[src/rtl/cpu_spi_mem_responder_pkg.sv]
// Shared constants, FSM encoding and frame builder for the CPU-to-SPI-SRAM responder.
package cpu_spi_mem_pkg;

    localparam logic [7:0] SPI_CMD_READ  = 8'h03;
    localparam logic [7:0] SPI_CMD_WRITE = 8'h02;
    localparam int         FRAME_BITS    = 40;

    typedef enum logic [2:0] {
        IDLE  = 3'd0,
        SETUP = 3'd1,
        SHIFT = 3'd2,
        TAIL  = 3'd3,
        DONE  = 3'd4
    } state_t;

    // One complete SRAM transaction, MSB first: command, byte address, data.
    // Word addresses become byte addresses by appending a zero LSB.
    function automatic logic [FRAME_BITS-1:0] build_frame(
        input logic        wr,
        input logic [11:0] addr,
        input logic [15:0] wdata
    );
        return {(wr ? SPI_CMD_WRITE : SPI_CMD_READ),
                3'b000, addr, 1'b0,
                (wr ? wdata : 16'h0000)};
    endfunction

endpackage

[src/rtl/cpu_spi_mem_responder_if.sv]
// CPU memory bus as seen by the responder: request side from the CPU, data and hold back to it.
interface cpu_spi_mem_responder_if;

    logic        en;
    logic        rdwr;
    logic [11:0] addr;
    logic [15:0] wdata;
    logic [15:0] rdata;
    logic        hold;

    modport master (
        output en, rdwr, addr, wdata,
        input  rdata, hold
    );

    modport slave (
        input  en, rdwr, addr, wdata,
        output rdata, hold
    );

endinterface

[src/rtl/cpu_spi_mem_responder_shift40.sv]
// 40-bit SPI mode-0 shifter: SCLK divider, bit counter, MOSI shift and MISO capture.
module spi_shift40
    import cpu_spi_mem_pkg::*;
#(
    parameter int SCK_HALF = 1
) (
    input  logic                  clk_i,
    input  logic                  rst_i,
    input  logic                  load_i,
    input  logic [FRAME_BITS-1:0] frame_i,
    input  logic                  start_i,
    input  logic                  miso_i,
    output logic                  busy_o,
    output logic                  done_o,
    output logic                  sclk_o,
    output logic                  mosi_o,
    output logic [15:0]           rdata_o
);

    logic                  busy_q;
    logic                  sclk_q;
    logic [3:0]            div_q;
    logic [5:0]            bit_q;
    logic [FRAME_BITS-1:0] sh_q;
    logic [15:0]           cap_q;
    logic                  half_end;

    assign half_end = (div_q == 4'(SCK_HALF - 1));

    // Half-period divider, SCLK phase and bit counter; a bit ends on the SCLK fall.
    always_ff @(posedge clk_i or posedge rst_i) begin
        if (rst_i) begin
            busy_q <= 1'b0;
            sclk_q <= 1'b0;
            div_q  <= '0;
            bit_q  <= '0;
        end else if (start_i) begin
            busy_q <= 1'b1;
            sclk_q <= 1'b0;
            div_q  <= '0;
            bit_q  <= '0;
        end else if (busy_q) begin
            if (half_end) begin
                div_q  <= '0;
                sclk_q <= ~sclk_q;
                if (sclk_q) begin
                    bit_q <= bit_q + 6'd1;
                    if (bit_q == 6'(FRAME_BITS - 1)) begin
                        busy_q <= 1'b0;
                    end
                end
            end else begin
                div_q <= div_q + 4'd1;
            end
        end
    end

    // MOSI advances as SCLK falls, MISO is captured as SCLK rises.
    always_ff @(posedge clk_i) begin
        if (load_i) begin
            sh_q <= frame_i;
        end else if (busy_q && half_end && sclk_q) begin
            sh_q <= {sh_q[FRAME_BITS-2:0], 1'b0};
        end
        if (busy_q && half_end && !sclk_q) begin
            cap_q <= {cap_q[14:0], miso_i};
        end
    end

    assign busy_o  = busy_q;
    assign done_o  = busy_q && half_end && sclk_q && (bit_q == 6'(FRAME_BITS - 1));
    assign sclk_o  = sclk_q;
    assign mosi_o  = sh_q[FRAME_BITS-1];
    assign rdata_o = cap_q;

endmodule

[src/rtl/cpu_spi_mem_responder.sv]
// Serves each CPU word access with one SPI frame to a serial SRAM, freezing the CPU meanwhile.
module cpu_spi_mem_responder
    import cpu_spi_mem_pkg::*;
#(
    parameter int SCK_HALF = 1
) (
    input  logic                    clkin,
    input  logic                    rst,
    cpu_spi_mem_responder_if.slave  cpu,
    output logic                    spi_cs_n,
    output logic                    spi_sclk,
    output logic                    spi_mosi,
    input  logic                    spi_miso
);

    state_t      state_q, state_d;
    logic        served_q;
    logic        wr_q;
    logic [15:0] rdata_q;

    logic        accept;
    logic        load;
    logic        start;
    logic        frame_act;
    logic        shift_busy;
    logic        shift_done;
    logic        shift_mosi;
    logic [15:0] shift_rdata;

    // A request is new only if its previous step has not just been served.
    assign accept = cpu.en && !served_q;

    spi_shift40 #(
        .SCK_HALF (SCK_HALF)
    ) u_shift (
        .clk_i   (clkin),
        .rst_i   (rst),
        .load_i  (load),
        .frame_i (build_frame(cpu.rdwr, cpu.addr, cpu.wdata)),
        .start_i (start),
        .miso_i  (spi_miso),
        .busy_o  (shift_busy),
        .done_o  (shift_done),
        .sclk_o  (spi_sclk),
        .mosi_o  (shift_mosi),
        .rdata_o (shift_rdata)
    );

    // State register.
    always_ff @(posedge clkin or posedge rst) begin
        if (rst) begin
            state_q <= IDLE;
        end else begin
            state_q <= state_d;
        end
    end

    // Next-state logic: accept, one setup cycle, 40 bits, one tail cycle, done.
    always_comb begin
        state_d = state_q;
        case (state_q)
            IDLE:    if (accept) state_d = SETUP;
            SETUP:   state_d = SHIFT;
            SHIFT: begin
                if (shift_done) begin
                    state_d = TAIL;
                end else if (!shift_busy) begin
                    // Shifter lost its frame (cannot happen in normal operation): recover.
                    state_d = IDLE;
                end
            end
            TAIL:    state_d = DONE;
            DONE:    state_d = IDLE;
            default: state_d = IDLE;
        endcase
    end

    // Per-state outputs: frame load on accept, shifter start in SETUP, chip select window.
    always_comb begin
        load      = 1'b0;
        start     = 1'b0;
        frame_act = 1'b0;
        case (state_q)
            IDLE:  load = accept;
            SETUP: begin
                start     = 1'b1;
                frame_act = 1'b1;
            end
            SHIFT: frame_act = 1'b1;
            TAIL:  frame_act = 1'b1;
            default: ;
        endcase
    end

    // Served pulses for the single cycle after DONE, letting the CPU take its step.
    always_ff @(posedge clkin or posedge rst) begin
        if (rst) begin
            served_q <= 1'b0;
        end else begin
            served_q <= (state_q == DONE);
        end
    end

    // Direction of the access in flight; the CPU is frozen so this only needs capturing once.
    always_ff @(posedge clkin) begin
        if (load) begin
            wr_q <= cpu.rdwr;
        end
    end

    // Read data updates only at the end of a read frame and is cleared by reset.
    always_ff @(posedge clkin or posedge rst) begin
        if (rst) begin
            rdata_q <= 16'h0000;
        end else if (state_q == DONE && !wr_q) begin
            rdata_q <= shift_rdata;
        end
    end

    assign spi_cs_n  = !frame_act;
    assign spi_mosi  = frame_act && shift_mosi;
    assign cpu.rdata = rdata_q;
    assign cpu.hold  = !rst && (accept || frame_act);

endmodule

[src/flat_wrapper.sv]
// flat-port wrapper written by rule: the top's interface ports become plain ports
module cpu_spi_mem_responder_flat import cpu_spi_mem_pkg::*;
#(
    parameter int SCK_HALF = 1
)
  (clkin, rst, spi_cs_n, spi_sclk, spi_mosi, spi_miso, cpu_en, cpu_rdwr, cpu_addr, cpu_wdata, cpu_rdata, cpu_hold);
  cpu_spi_mem_responder_if cpu_i ();
  input  logic clkin;
  input  logic rst;
  output logic spi_cs_n;
  output logic spi_sclk;
  output logic spi_mosi;
  input  logic spi_miso;
  input wire logic [$bits(cpu_i.en)-1:0] cpu_en;
  input wire logic [$bits(cpu_i.rdwr)-1:0] cpu_rdwr;
  input wire logic [$bits(cpu_i.addr)-1:0] cpu_addr;
  input wire logic [$bits(cpu_i.wdata)-1:0] cpu_wdata;
  output wire logic [$bits(cpu_i.rdata)-1:0] cpu_rdata;
  output wire logic [$bits(cpu_i.hold)-1:0] cpu_hold;
  assign cpu_i.en = cpu_en;
  assign cpu_i.rdwr = cpu_rdwr;
  assign cpu_i.addr = cpu_addr;
  assign cpu_i.wdata = cpu_wdata;
  assign cpu_rdata = cpu_i.rdata;
  assign cpu_hold = cpu_i.hold;
  cpu_spi_mem_responder #(.SCK_HALF(SCK_HALF)) u_core (.clkin(clkin), .rst(rst), .cpu(cpu_i), .spi_cs_n(spi_cs_n), .spi_sclk(spi_sclk), .spi_mosi(spi_mosi), .spi_miso(spi_miso));
endmodule
[config.mk]
export PLATFORM = sky130hd
export DESIGN_NAME = cpu_spi_mem_responder_flat
export DESIGN_NICKNAME = d
export VERILOG_FILES = /design/src/rtl/cpu_spi_mem_responder_pkg.sv /design/src/rtl/cpu_spi_mem_responder_if.sv /design/src/rtl/cpu_spi_mem_responder_shift40.sv /design/src/rtl/cpu_spi_mem_responder.sv /design/src/flat_wrapper.sv
export SDC_FILE = /design/constraint.sdc
export NUM_CORES = 1
export LEC_CHECK = 0
export CORE_MARGIN = 2
export CORE_UTILIZATION = 45
export CTS_BUF_LIST = sky130_fd_sc_hd__clkbuf_4 sky130_fd_sc_hd__clkbuf_8 sky130_fd_sc_hd__clkbuf_16
export DETAILED_ROUTE_END_ITERATION = 10
export PLACE_DENSITY = 0.82
export REMOVE_ABC_BUFFERS = 1
export SYNTH_ARGS = -nofsm -noshare
export SYNTH_HDL_FRONTEND = slang
export SYNTH_SLANG_ARGS = --single-unit
[constraint.sdc]
create_clock -name clkin -period 4.5 [get_ports clkin]
set_input_delay 0.675 -clock clkin [delete_from_list [all_inputs] [get_ports clkin]]
set_output_delay 0.675 -clock clkin [all_outputs]
set_load 0.005 [all_outputs]
## Word level (Yosys, flattened, before mapping)

Index checks and enable logic that the tools add are counted.

| storage, ports and cells | value |
|---|---|
| register bits | 89 |
| output and inout bits | 20 |
| logic and storage cells | 71 |

| operators by class | value |
|---|---|
| add/subtract/negate cells | 2 |
| eq/ne operators | 7 |
| mux-type cells | 26 |
| bitwise gates (word level) | 1 |
| reduce and logical (&&, ||, !) cells | 24 |

Operator list:

| kind | count |
|---|---|
| 40-bit two-way mux | 2 |
| 6-bit two-way mux | 4 |
| 16-bit two-way mux | 1 |
| 1-bit two-way mux | 12 |
| 4-bit two-way mux | 3 |
| 3-bit case mux with 4 select lines | 1 |
| 3-bit two-way mux | 3 |
| 1-bit logical AND | 8 |
| 2-bit nonzero test | 4 |
| 6-bit by 1-bit adder with 6-bit output (second input constant) | 1 |
| 3-bit by 2-bit == test with 1-bit output (second input constant) | 2 |
| 6-bit == test (second input constant) | 1 |
| 1-bit zero test | 5 |
| 4-bit by 1-bit adder with 4-bit output (second input constant) | 1 |
| 4-bit zero test | 1 |
| 2-bit AND reduction | 2 |
| 3-bit by 1-bit == test with 1-bit output (second input constant) | 1 |
| 3-bit == test (second input constant) | 1 |
| 3-bit zero test | 1 |
| 3-bit by 2-bit != test with 1-bit output (second input constant) | 1 |
| 3-bit AND reduction | 1 |
| 3-bit OR reduction | 1 |
| 2-bit by 1-bit != test with 1-bit output (second input constant) | 1 |
| 1-bit logical OR | 1 |
| 1-bit inverter | 1 |

## Logic depth before layout (Yosys ltp)

| depth | value |
|---|---|
| depth in word-level cells | 6 |
| mapped depth | 7 |

## Cells and area by module

From an unflattened synthesis, not the netlist that was laid out.

| second synthesis, totals | value |
|---|---|
| cells, all modules | 250 |
| area total of the unflattened synthesis | 3842.4 µm² |

Modules (own cells, without submodules):

| module | times used | cells an instance | area an instance (µm²) | sequential area each (µm²) |
|---|---|---|---|---|
| spi_shift40 | 1 | 172 | 2832.7 | 1981.9 |
| cpu_spi_mem_responder | 1 | 78 | 1009.7 | 530.5 |

## Least setup slack after synthesis

OpenSTA, ideal clock, no wires.

| timing | value |
|---|---|
| path kind | flip-flop to flip-flop |
| start point | register u_core.u_shift.div_q[0] |
| end point | register u_core.u_shift.sh_q[0], enable pin |
| setup time | 0.479 ns |
| arrival | 3.857 ns |
| setup slack | 0.164 ns |
| cell stages (with the launch flop) | 7 |
| buffers on the path | 2 |
| cell sequence | dfrtp_1 inv_1 ha_1 or3b_1 buf_2 clkbuf_1 o21ai_0 |

| on the way | value |
|---|---|
| word-level cells in the longest chain between the ends | 4 |

Ends and longest elaborated chain:

| element | RTL line | source |
|---|---|---|
| start, declared | cpu_spi_mem_responder_shift40.sv:22 | `logic [3:0] div_q;` |
| start signal, assigned | cpu_spi_mem_responder_shift40.sv:53 | `div_q <= div_q + 4'd1;` |
| 4-bit zero test | cpu_spi_mem_responder_shift40.sv:28 | `assign half_end = (div_q == 4'(SCK_HALF - 1));` |
| 1-bit logical AND (2 in a row) | cpu_spi_mem_responder_shift40.sv:62 | `end else if (busy_q && half_end && sclk_q) begin` |
| 2-bit nonzero test (no source line) | n/a |  |
| end signal, assigned | cpu_spi_mem_responder_shift40.sv:61 | `sh_q <= frame_i;` |
| end signal, assigned | cpu_spi_mem_responder_shift40.sv:63 | `sh_q <= {sh_q[FRAME_BITS-2:0], 1'b0};` |
| end, declared | cpu_spi_mem_responder_shift40.sv:24 | `logic [FRAME_BITS-1:0] sh_q;` |

Every way passes these cells.
A chain may end at the register's enable or synchronous reset.

## Worst setup path after layout

| timing | value |
|---|---|
| start point | input port cpu_en |
| end point | register u_core.u_shift.sh_q[9], data pin |

| on the way | value |
|---|---|
| word-level cells in the longest chain between the ends | 3 |

Ends and longest elaborated chain:

| element | RTL line | source |
|---|---|---|
| start, declared | flat_wrapper.sv:14 | `input wire logic [$bits(cpu_i.en)-1:0] cpu_en;` |
| 1-bit logical AND | cpu_spi_mem_responder.sv:31 | `assign accept = cpu.en && !served_q;` |
| 1-bit two-way mux | cpu_spi_mem_responder.sv:83 | `case (state_q)` |
| 40-bit two-way mux | cpu_spi_mem_responder_shift40.sv:60 | `if (load_i) begin` |

Every way passes these cells.

==> run metrics <==
status=complete, no violations; Num CTS Buffers=9; Hold Path Class=flip-flop to flip-flop; Clk Latency, worst-skew pair=0.35 ns; Critical Path RT=4.71 ns; Hold EP=u_core.u_shift.rdata_o[2]$_DFFE_PP_; Post-DRT Antenna Nets=0; mean post-synth cell area=14.85 um^2; Area Overhead vs Synth=22.60%; Rows=32; Max Cap Viol=0; DRC=0; total negative setup slack=0 ns; Peak supply drop=0.1799 mV; final setup violation count=0; final hold violation count=0; critical path class=input pin to flip-flop; PD cells=337.9 nW/um^2; Area after DPL=4187 um^2; Root Buffer Master=clkbuf_8; WP data arrival=3.00 ns; Ys Warns=0; Leak Pwr=1.696 nW; Pre-antenna DRT Iters=4; fin crit period=2.789 ns; part of the Yosys area used for sequential elements=0.6880; Final Skew=0.01379 ns; highest achievable clock rate=358.6 MHz; Hold Crit Start=u_core.u_shift.rdata_o[1]$_DFFE_PP_; DPL Wire Length=4153 um; RSZ-0062 raised after global routing=false; top cells by area, synth=edfxtp_1 44%, dfrtp_1 22%, mux2_2 5.0%; layout cell share with drive strength beyond 1=0.1342; DR iter-0 viols=195; chip height=93.36 um; synth unique cells=41; antenna violations before repair=0; r2r startpoint=u_core.u_shift.div_q[0]$_DFFE_PP0P_; max-slew violations=0; Final Wtd Congestion=0.7292; Die ar.=8716 um^2; post_cts resized=0; routed wire length=6339 um; worst hold path cell count=0; Vias=2,170; Hold Buf Count CTS=0; critical path startpoint category=input pin; vias in the first global route=2,167; Worst R2R Path Depth=4; R2R setup slack=1.82 ns; mapped cell area=3593 um^2; Rel. slew slack=0.2446; Setup crit end kind=flip-flop; vias per cell=5.425; Syn Inst Count=242; Max clock buf depth=2; crit path from=cpu_en; antenna cells=0; Tightest Pin Transition=1.129 ns; CP Max Fanout=33; total congestion overflow=0; wire per inst=15.85 um; Final Cell Area=4405 um^2; starting density of the core=0.4650; fin nets=329; Synth area leader=edfxtp_1; CTS tree=yes; Core Footprint=7727 um^2; largest net degree at the start of global routing=37; post-synth top area share=0.4429; IO Pins=53; Yosys reg bits=89; port bufs=52; period utilisation layout=0.6197; Filler cells=594; first-pass GRT wire length=10,320 um; chip width=93.36 um; # clock sinks=89; overall global routing resource usage=0.1538; Clk pin slew, worst setup/hold paths=0.08 ns; postcts setup bufs=0; worst flop-to-flop path endpoint=u_core.u_shift.sh_q[15]$_DFFE_PP_; H-tree Lvls=3
-- critical path: stages --
cell	delay (ns)
clkdlybuf4s50_1	0.48
nor3b_1	0.47
nand2_1	0.29
inv_1	0.80
a32o_1	0.28
-- stage by stage --
step | worst slack (ns) | std cells | hold WS, ns | utilization | total power [mW]
6_report | 1.711 | 400 | 0.4496 | 0.5701 | 1.489
2_1_floorplan | 0.2499 | 227 | 0.4204 | - | 0.8804
3_5_place_dp | 1.407 | 384 | 0.4317 | 0.5418 | 0.9151
3_3_place_gp | 1.476 | 384 | 0.4245 | 0.5418 | 0.9154
5_1_grt | 1.545 | 400 | 0.4550 | 0.5701 | 1.531
4_1_cts | 1.734 | 400 | 0.4528 | 0.5701 | 1.498
-- metal layers --
metal | vias to the layer above | GRT usage | routed length [um]
met5 | - | 0 | 0
met4 | 0 | 0.06005 | 89
met3 | 11 | 0.03868 | 277
met2 | 57 | 0.2422 | 3113
met1 | 1080 | 0.2061 | 2859
li1 | 1022 | - | -
-- synthesized netlist by cell type, drive strengths merged --
cell	count
edfxtp	53
dfrtp	32
mux2	16
a32o	15
a22o	12
a21oi	11
nand3	11
buf	10
nand2	9
o21ai	9
and2	7
inv	6
nor2	6
clkbuf	5
dfxtp	4
nand2b	4
ha	3
mux2i	3
nor3b	3
or4	3
and3	2
nand4	2
nor4	2
o31ai	2
or3	2
or3b	2
a211oi	1
a21o	1
nor2b	1
nor3	1
nor4bb	1
o2bb2ai	1
xnor2	1
xor2	1
-- where the power goes --
| group | leakage [nW] | switching [mW] | internal (mW) | total, mW |
|---|---|---|---|---|
| combinational | 0.607 | 0.0134 | 0.0263 | 0.0397 |
| clock | 0.108 | 0.268 | 0.325 | 0.592 |
| sequential | 0.981 | 0 | 0.857 | 0.857 |
| total | 1.70 | 0.281 | 1.21 | 1.49 |
-- worst max path at each step --
stage                                                    to  slack [ns]  cells after the start
after floorplan            u_core.u_shift.sh_q[0]$_DFFE_PP_        0.25                      4
after global placement    u_core.u_shift.sh_q[15]$_DFFE_PP_        1.48                      5
after detailed placement   u_core.u_shift.sh_q[9]$_DFFE_PP_        1.41                      5
after CTS                  u_core.u_shift.sh_q[9]$_DFFE_PP_        1.73                      5
after global routing      u_core.u_shift.sh_q[13]$_DFFE_PP_        1.55                      5
final                      u_core.u_shift.sh_q[9]$_DFFE_PP_        1.71                      5
-- placed cells by master (no fill, tap or decap), types with 6 or more instances in the layout --
cell,synthesis,final
a32o_1,15,15
inv_1,6,6
clkbuf_8,0,9
dfrtp_1,32,32
clkdlybuf4s50_1,0,52
nor2_1,6,6
o21ai_0,9,8
and2_1,7,7
a22o_1,12,12
a21oi_1,11,11
nand2_1,9,9
nand3_1,11,11
mux2_2,16,16
edfxtp_1,53,53
-- cells by family after synthesis --
group / after synthesis / share of synthesized area
compound gates: 52 / 0.1132
flops: 89 / 0.6880
buf+inv: 21 / 0.03099
fa+ha+maj: 3 / 0.01045
xor+xnor: 2 / 0.004876
mux: 19 / 0.05850
simple gates: 56 / 0.09400
-- registers in the layout (all words and copies together) (netlist names) --
name and count:
u_core.u_shift.sh_q 40, u_core.cpu.rdata 16, u_core.u_shift.rdata_o 16, u_core.u_shift.bit_q 6
u_core.u_shift.div_q 4, u_core.state_q 3, u_core.served_q 1, u_core.u_shift.busy_o 1
u_core.u_shift.sclk_o 1, u_core.wr_q 1
-- final cells by class --
| class | count | area, um^2 | share of cell area |
|---|---|---|---|
| clock buffer | 11 | 138.9 | 0.03153 |
| clock inverter | 5 | 80.08 | 0.01818 |
| inverter | 6 | 22.52 | 0.005112 |
| multi-input combinational | 132 | 1021 | 0.2318 |
| sequential | 89 | 2472 | 0.5612 |
| tap | 102 | 127.6 | 0.02897 |
| timing repair buffer | 55 | 543.0 | 0.1233 |
Note: power is estimated with default switching activity, not from simulation.
